$ cat src/rtl/bcd_pkg.sv
// Shared BCD constants and the seven-segment decode used by the scanned BCD counter.
package bcd_pkg;

    localparam int         BCD_W   = 4;
    localparam logic [3:0] BCD_MAX = 4'd9;
    localparam logic [3:0] BCD_MIN = 4'd0;

    // Segment order is {a,b,c,d,e,f,g}, active-high; anything outside 0..9 blanks.
    function automatic logic [6:0] seg7_of(input logic [BCD_W-1:0] digit);
        logic [6:0] pattern;
        case (digit)
            4'd0:    pattern = 7'b1111110;
            4'd1:    pattern = 7'b0110000;
            4'd2:    pattern = 7'b1101101;
            4'd3:    pattern = 7'b1111001;
            4'd4:    pattern = 7'b0110011;
            4'd5:    pattern = 7'b1011011;
            4'd6:    pattern = 7'b1011111;
            4'd7:    pattern = 7'b1110000;
            4'd8:    pattern = 7'b1111111;
            4'd9:    pattern = 7'b1111011;
            default: pattern = 7'b0000000;
        endcase
        return pattern;
    endfunction

endpackage

$ cat src/rtl/bcd_decade.sv
// One BCD decade: loadable (with >9 folding), up/down, chained via en and term.
module bcd_decade
    import bcd_pkg::*;
(
    input  logic             clk,
    input  logic             cr,
    input  logic             ld,
    input  logic [BCD_W-1:0] d,
    input  logic             en,
    input  logic             up,
    output logic [BCD_W-1:0] q,
    output logic             term,
    output logic             bad
);

    assign bad  = (d > BCD_MAX);
    assign term = up ? (q == BCD_MAX) : (q == BCD_MIN);

    // Out-of-range load values fold down by ten so q is always a legal BCD digit.
    always_ff @(posedge clk or posedge cr) begin
        if (cr) begin
            q <= BCD_MIN;
        end else if (!ld) begin
            q <= bad ? (d - 4'd10) : d;
        end else if (en) begin
            if (up) begin
                q <= term ? BCD_MIN : (q + 4'd1);
            end else begin
                q <= term ? BCD_MAX : (q - 4'd1);
            end
        end
    end

endmodule

$ cat src/rtl/bcd_updown_scan_counter.sv
// Multi-decade BCD up/down counter with cascade enables and a scanned 7-segment display.
module bcd_updown_scan_counter
    import bcd_pkg::*;
#(
    parameter int DIGITS   = 2,
    parameter int SCAN_DIV = 4
) (
    input  logic                    clk,
    input  logic                    cr,
    input  logic                    ld,
    input  logic [BCD_W*DIGITS-1:0] din,
    input  logic                    ep,
    input  logic                    et,
    input  logic                    up,
    output logic [BCD_W*DIGITS-1:0] q,
    output logic                    rco,
    output logic                    ld_err,
    output logic [6:0]              seg,
    output logic [DIGITS-1:0]       sel
);

    localparam int DIV_W = (SCAN_DIV > 1) ? $clog2(SCAN_DIV) : 1;
    localparam int PTR_W = (DIGITS > 1) ? $clog2(DIGITS) : 1;

    logic [DIGITS-1:0] chain;
    logic [DIGITS-1:0] term;
    logic [DIGITS-1:0] bad;
    logic [DIV_W-1:0]  div;
    logic [PTR_W-1:0]  ptr;
    logic [BCD_W-1:0]  shown;

    assign chain[0] = ep & et;

    // Decade i counts only when every lower decade sits at its terminal value.
    for (genvar i = 0; i < DIGITS; i++) begin : g_decade
        bcd_decade u_decade (
            .clk  (clk),
            .cr   (cr),
            .ld   (ld),
            .d    (din[i*BCD_W +: BCD_W]),
            .en   (chain[i]),
            .up   (up),
            .q    (q[i*BCD_W +: BCD_W]),
            .term (term[i]),
            .bad  (bad[i])
        );
        if (i < DIGITS - 1) begin : g_link
            assign chain[i+1] = chain[i] & term[i];
        end
    end

    assign rco = et & (&term);

    always_ff @(posedge clk or posedge cr) begin
        if (cr) begin
            ld_err <= 1'b0;
        end else begin
            ld_err <= ~ld & (|bad);
        end
    end

    always_ff @(posedge clk or posedge cr) begin
        if (cr) begin
            div <= '0;
            ptr <= '0;
        end else if (div == DIV_W'(SCAN_DIV - 1)) begin
            div <= '0;
            ptr <= (ptr == PTR_W'(DIGITS - 1)) ? '0 : ptr + 1'b1;
        end else begin
            div <= div + 1'b1;
        end
    end

    always_comb begin
        shown = '0;
        for (int i = 0; i < DIGITS; i++) begin
            if (ptr == PTR_W'(i)) begin
                shown = q[i*BCD_W +: BCD_W];
            end
        end
    end

    // The display trails the pointer and count by one clock.
    always_ff @(posedge clk or posedge cr) begin
        if (cr) begin
            sel <= ~DIGITS'(1);
            seg <= 7'b1111110;
        end else begin
            sel <= ~(DIGITS'(1) << ptr);
            seg <= seg7_of(shown);
        end
    end

endmodule

$ cat config.mk
export PLATFORM = sky130hd
export DESIGN_NAME = bcd_updown_scan_counter
export DESIGN_NICKNAME = d
export VERILOG_FILES = /design/src/rtl/bcd_pkg.sv /design/src/rtl/bcd_decade.sv /design/src/rtl/bcd_updown_scan_counter.sv
export SDC_FILE = /design/constraint.sdc
export NUM_CORES = 1
export LEC_CHECK = 0
export ABC_AREA = 1
export BUFFER_PORTS_ARGS = -buffer_cell sky130_fd_sc_hd__buf_2
export CORE_MARGIN = 2
export CORE_UTILIZATION = 42
export CTS_CLUSTER_DIAMETER = 100
export DETAILED_ROUTE_END_ITERATION = 8
export GPL_TIMING_DRIVEN = 0
export PLACE_DENSITY = 0.64
export SLEW_MARGIN = 0
export SYNTH_ARGS = -nofsm -noshare
export SYNTH_HDL_FRONTEND = slang
export SYNTH_SLANG_ARGS = --single-unit
$ cat constraint.sdc
create_clock -name clk -period 2.4 [get_ports clk]
set_clock_uncertainty 0.05 [all_clocks]
set_input_delay 0.24 -clock clk [delete_from_list [all_inputs] [get_ports clk]]
set_output_delay 0.24 -clock clk [all_outputs]
set_load 0.05 [all_outputs]
Word level (Yosys, flattened, before mapping)
Memories as Yosys holds them, arrays and structs flattened. A register that Yosys moved wholly into a read port is not among the register bits.
Index checks and enable logic that the tools add are counted.
{"block": "op_classes", "addsub": 8, "magnitude_cmp": 2, "n_eq_ne": 5, "n_shift": 1, "n_mux": 17, "bitwise": 6, "reduce_logical": 4}
{"op": "$mux W4", "count": 13}
{"op": "$add A4 B1 Y4 const B", "count": 2}
{"op": "$eq A4 B4 Y1 const B", "count": 2}
{"op": "$gt A4 B4 Y1 const B", "count": 2}
{"op": "$logic_not A4 Y1", "count": 2}
{"op": "$sub A4 B1 Y4 const B", "count": 2}
{"op": "$sub A4 B4 Y4 const B", "count": 2}
{"op": "$and A1 B1 Y1", "count": 4}
{"op": "$ne A2 B1 Y1 const B", "count": 2}
{"op": "$mux W1", "count": 3}
{"op": "$add A2 B1 Y2 const B", "count": 1}
{"op": "$eq A2 B2 Y1 const B", "count": 1}
{"op": "$mux W2", "count": 1}
{"op": "$not A2 Y2", "count": 1}
{"op": "$reduce_and A2 Y1", "count": 1}
{"op": "$reduce_or A2 Y1", "count": 1}
{"op": "$shl A1 B1 Y2 const A", "count": 1}
{"op": "$add A1 B1 Y1 const B", "count": 1}
{"op": "$not A1 Y1", "count": 1}
{"block": "word_totals", "ff_bits": 14, "romBits": 112, "word_cells": 50, "n_memories": 1}
{"memory": "(name not given)", "words": 16, "width": 7, "read_ports": 1, "rd_ports_with_merged_regs": 1, "write_ports": 0, "line_no": "bcd_pkg.sv:11", "rtl": "case (digit)"}

Depth between registers and ports, before layout
{"block": "logic_depth", "depth_word": 6, "depth_mapped": 11, "depth_no_buf": 11}

Hierarchy
A second synthesis with hierarchy kept.
{"block": "hier_totals", "hier_cells": 227, "area_unflattened_um2": 1709.1}
{"mod": "bcd_updown_scan_counter", "instances": 1, "cells_each": 84, "area_per_inst_um2": 773.2, "seq_area_each_um2": 334.1}
{"mod": "bcd_decade (g_decade[0].u_decade)", "instances": 1, "cells_each": 72, "area_per_inst_um2": 480.5, "seq_area_each_um2": 100.1}
{"mod": "bcd_decade (g_decade[1].u_decade)", "instances": 1, "cells_each": 71, "area_per_inst_um2": 455.4, "seq_area_each_um2": 100.1}

Worst setup path before layout
No wires, ideal clock.
{"block": "synth_timing", "kind": "register -> output", "startpoint": "reg g_decade[1].u_decade.q[1]", "endpoint": "out rco", "arrival_ns": 1.885, "required_ns": 2.110, "setup_slack_ns": 0.225, "stages_incl_launch_ff": 7, "cell_sequence": "dfrtp_1 > inv_1 > ha_1 > nand4_1 > nand2_1 > nand2_1 > nor2_1"}
{"block": "synth_via", "elab_chain_len": 4}
{"element": "start: declaration", "line_no": "bcd_decade.sv:11", "rtl": "output logic [BCD_W-1:0] q,"}
{"element": "start signal: assignment", "line_no": "bcd_decade.sv:24", "rtl": "q <= bad ? (d - 4'd10) : d;"}
{"element": "start signal: assignment", "line_no": "bcd_decade.sv:27", "rtl": "q <= term ? BCD_MIN : (q + 4'd1);"}
{"element": "start signal: assignment", "line_no": "bcd_decade.sv:29", "rtl": "q <= term ? BCD_MAX : (q - 4'd1);"}
{"element": "$eq A4 B4 Y1 or $logic_not A4 Y1 (tied branches)", "line_no": "bcd_decade.sv:17", "rtl": "assign term = up ? (q == BCD_MAX) : (q == BCD_MIN);"}
{"element": "$mux W1 *", "line_no": "bcd_decade.sv:17"}
{"element": "$reduce_and A2 Y1 *", "line_no": "bcd_updown_scan_counter.sv:52", "rtl": "assign rco = et & (&term);"}
{"element": "$and A1 B1 Y1 *", "line_no": "bcd_updown_scan_counter.sv:52"}
{"element": "end: declaration", "line_no": "bcd_updown_scan_counter.sv:16", "rtl": "output logic rco,"}
Every way passes the cells marked *; elsewhere a longest branch is shown, timed or not.

Final worst setup path
Ends and elaborated chain as after synthesis.

==> flow_summary.json <==
{
  "relSlewSlack_pct": 46.2,
  "comb_power_share_pct": 53.8,
  "dr_wl_met2_um": 1460,
  "crit_path_end_kind": "output port",
  "avgRoutedWirePerCell_um": 11.0,
  "wl_um": 3100,
  "timing.rr.end": "seg[1]",
  "rsz0062_at_grt": "no",
  "peakVddDrop_mv": 0.350,
  "worst-r2r-setup-slack_ns": 0.37,
  "grt_pass1_wl_um": 5480,
  "htreeDepth": 1,
  "routabilityCongestion": 0.793,
  "switching_share_pct": 49.8,
  "synth_seq_cells": 21,
  "io_buffers": 31,
  "die_area_um2": 4150,
  "report.final.hold_viol_count": 0,
  "tritoncts": "built",
  "antenna_found_initial": 0,
  "cp_max_fo": 6,
  "worst_slew_pin_slew_ns": 0.807,
  "start_kind": "register",
  "p_per_area_nw_per_um2": 827,
  "antenna_cells": 0,
  "syn_inst": 201,
  "p_leak_nw": 0.984,
  "ctsResizeCount": 0,
  "core_area_um2": 3420,
  "grt_pass1_vias": 1276,
  "post_cts_buffers": 0,
  "arrival_ns": 1.83,
  "wl_met3_um": 97,
  "final_layout_size_suffix_gt1_share_pct": 27.1,
  "r2r-start": "ptr",
  "ys_seq_area_share_pct": 34.9,
  "chipWidth_um": 64.4,
  "max-cap-violations": 0,
  "start_util_pct": 44.8,
  "clk_latency_ns": 0.31,
  "p_int_w": 0.000736,
  "hold_path_class": "in2async",
  "timing.hold.ws_ns": 0.0112,
  "critPathKind": "reg2out",
  "final_common_cell": "nand2_1",
  "antenna_left": 0,
  "cts_hold_buffers": 0,
  "grt_start_max_net_pins": 22,
  "clkPwrFrac_pct": 11.8,
  "vias": 1356,
  "fillCellCount": 358,
  "rows": 21,
  "die_height_um": 64.4,
  "clockBufferDepth": 2,
  "dp_hpwl_um": 2430,
  "pwr-share-seq_pct": 34.4,
  "path_clk_slew_ns": 0.12,
  "final_area_um2": 1770,
  "p_sw_w": 0.000730,
  "status": "completed",
  "vias_per_cell": 4.81,
  "wl_met1_um": 1500,
  "fmax_ghz": 0.472,
  "drt_iter0_markers": 51,
  "finalSetupViolCount": 0,
  "drc": 0,
  "grt_util_all_layers_pct": 16.7,
  "drv_slew": 0,
  "syn_area_um2": 1530,
  "gr-total-overflow": 0,
  "routed.top_layer": "met4",
  "setup_tns_ns": 0,
  "pin_count": 33,
  "period_share_pct": 88.3,
  "numCtsBuffers": 3,
  "placed_area_um2": 1740,
  "final_cell_mix": "60 x nand2_1, 33 x buf_2, 22 x inv_1",
  "reg2reg_depth": 6,
  "period_minus_slack_ns": 2.12,
  "synthToLayoutAreaGrowth_pct": 15.7,
  "required_ns": 2.11,
  "ys_warn_count": 0,
  "drtPass1Iterations": 4,
  "final_nets": 266,
  "cts_root_buf": "clkbuf_4",
  "avgSynthCellArea_um2": 7.62,
  "synth_nets": 230,
  "clock_sinks": 21,
  "ys_types": 28
}
## metal layers
| metal | global-route usage [%] | vias to the layer above |
|---|---|---|
| met1 | 21.7 | 616 |
| met4 | 4.79 | 0 |
| met5 | 0 | - |
| met2 | 28.3 | 20 |
| li1 | - | 715 |
| met3 | 3.17 | 5 |
## state kept, by name, summed over array words and instances (netlist names)
name                 cells
g_decade.u_decade.q      8
ptr                      1
sel                      2
ld_err                   1
div                      2
seg                      7
## logic make-up (layout without fill, tap and decap cells)
logic type | Yosys count | after routing | share of synthesized area (%)
simple gates | 95 | 95 | 26.3
buf+inv | 33 | 68 | 9.89
compound gates | 32 | 32 | 13.8
flops | 21 | 21 | 34.9
fa+ha+maj | 15 | 15 | 12.3
xor+xnor | 5 | 5 | 2.86
## worst max-delay path by stage
stage / startpoint / to / depth (start not counted)
2_1_floorplan: g_decade[1].u_decade.q[1] / rco / 6
3_3_place_gp: ptr / seg[1] / 6
3_5_place_dp: ptr / seg[1] / 6
4_1_cts: g_decade[1].u_decade.q[1] / rco / 7
5_1_grt: g_decade[1].u_decade.q[1] / rco / 7
6_report: g_decade[1].u_decade.q[1] / rco / 7
## synth_stat cells
cell type / number / share of area (%)
o21ai_2: 3 / 1.7
a32oi_1: 1 / 0.57
nand2_2: 3 / 1.2
o21a_4: 1 / 0.98
nor2_2: 1 / 0.41
nand3_2: 1 / 0.65
o211ai_1: 1 / 0.49
xor2_1: 3 / 1.7
inv_1: 22 / 5.4
a21oi_1: 9 / 2.9
buf_6: 3 / 2.2
xnor2_1: 2 / 1.1
a21oi_2: 1 / 0.57
a31oi_1: 5 / 2.0
nand2_1: 60 / 15
o21ai_0: 9 / 2.9
dfstp_2: 7 / 12
nand4_1: 6 / 2.5
nor2_1: 13 / 3.2
o21ai_4: 1 / 1.1
buf_2: 2 / 0.65
or2_1: 1 / 0.41
o21bai_1: 1 / 0.49
dfrtp_1: 14 / 23
inv_2: 5 / 1.2
ha_1: 15 / 12
inv_4: 1 / 0.41
nand3_1: 10 / 3.3
## per-stage QoR
| step | utilization, % | setup slack [ns] | instances | total power [W] |
|---|---|---|---|---|
| 2_1_floorplan | - | 0.225 | 201 | 0.00114 |
| 3_3_place_gp | 51.1 | 0.439 | 278 | 0.00130 |
| 3_5_place_dp | 51.1 | 0.410 | 278 | 0.00131 |
| 4_1_cts | 51.9 | 0.279 | 282 | 0.00148 |
| 5_1_grt | 51.9 | 0.137 | 282 | 0.00158 |
| 6_report | 51.9 | 0.281 | 282 | 0.00147 |
## cell type report
cell class              count  area (µm²)  area share, %
flip-flops and latches     21         534           30.2
inverters                  28         108           6.07
well taps                  46        57.6           3.25
multi-input cells         147         846           47.7
clock inverters             1        5.00          0.282
repair buffers             31         155           8.76
clock buffers               3        22.5           1.27
plain buffers               5        43.8           2.47
## critical path, cell delays in order (launching register included)
cell and delay, ns:
dfrtp_1 0.46, inv_1 0.16, ha_1 0.18, nand4_1 0.15, nand2_1 0.13, nand2_1 0.05
nor2_1 0.11, buf_2 0.28
## power groups by stage
stage | logic (W) | registers (W) | clock network (W)
after floorplan | 0.000364 | 0.000779 | 0
after global placement | 0.000789 | 0.000511 | 0
after detailed placement | 0.000792 | 0.000513 | 0
after CTS | 0.000794 | 0.000506 | 0.000181
after global routing | 0.000867 | 0.000518 | 0.000195
final | 0.000789 | 0.000504 | 0.000173
Note: power is estimated with default switching activity, not from simulation.
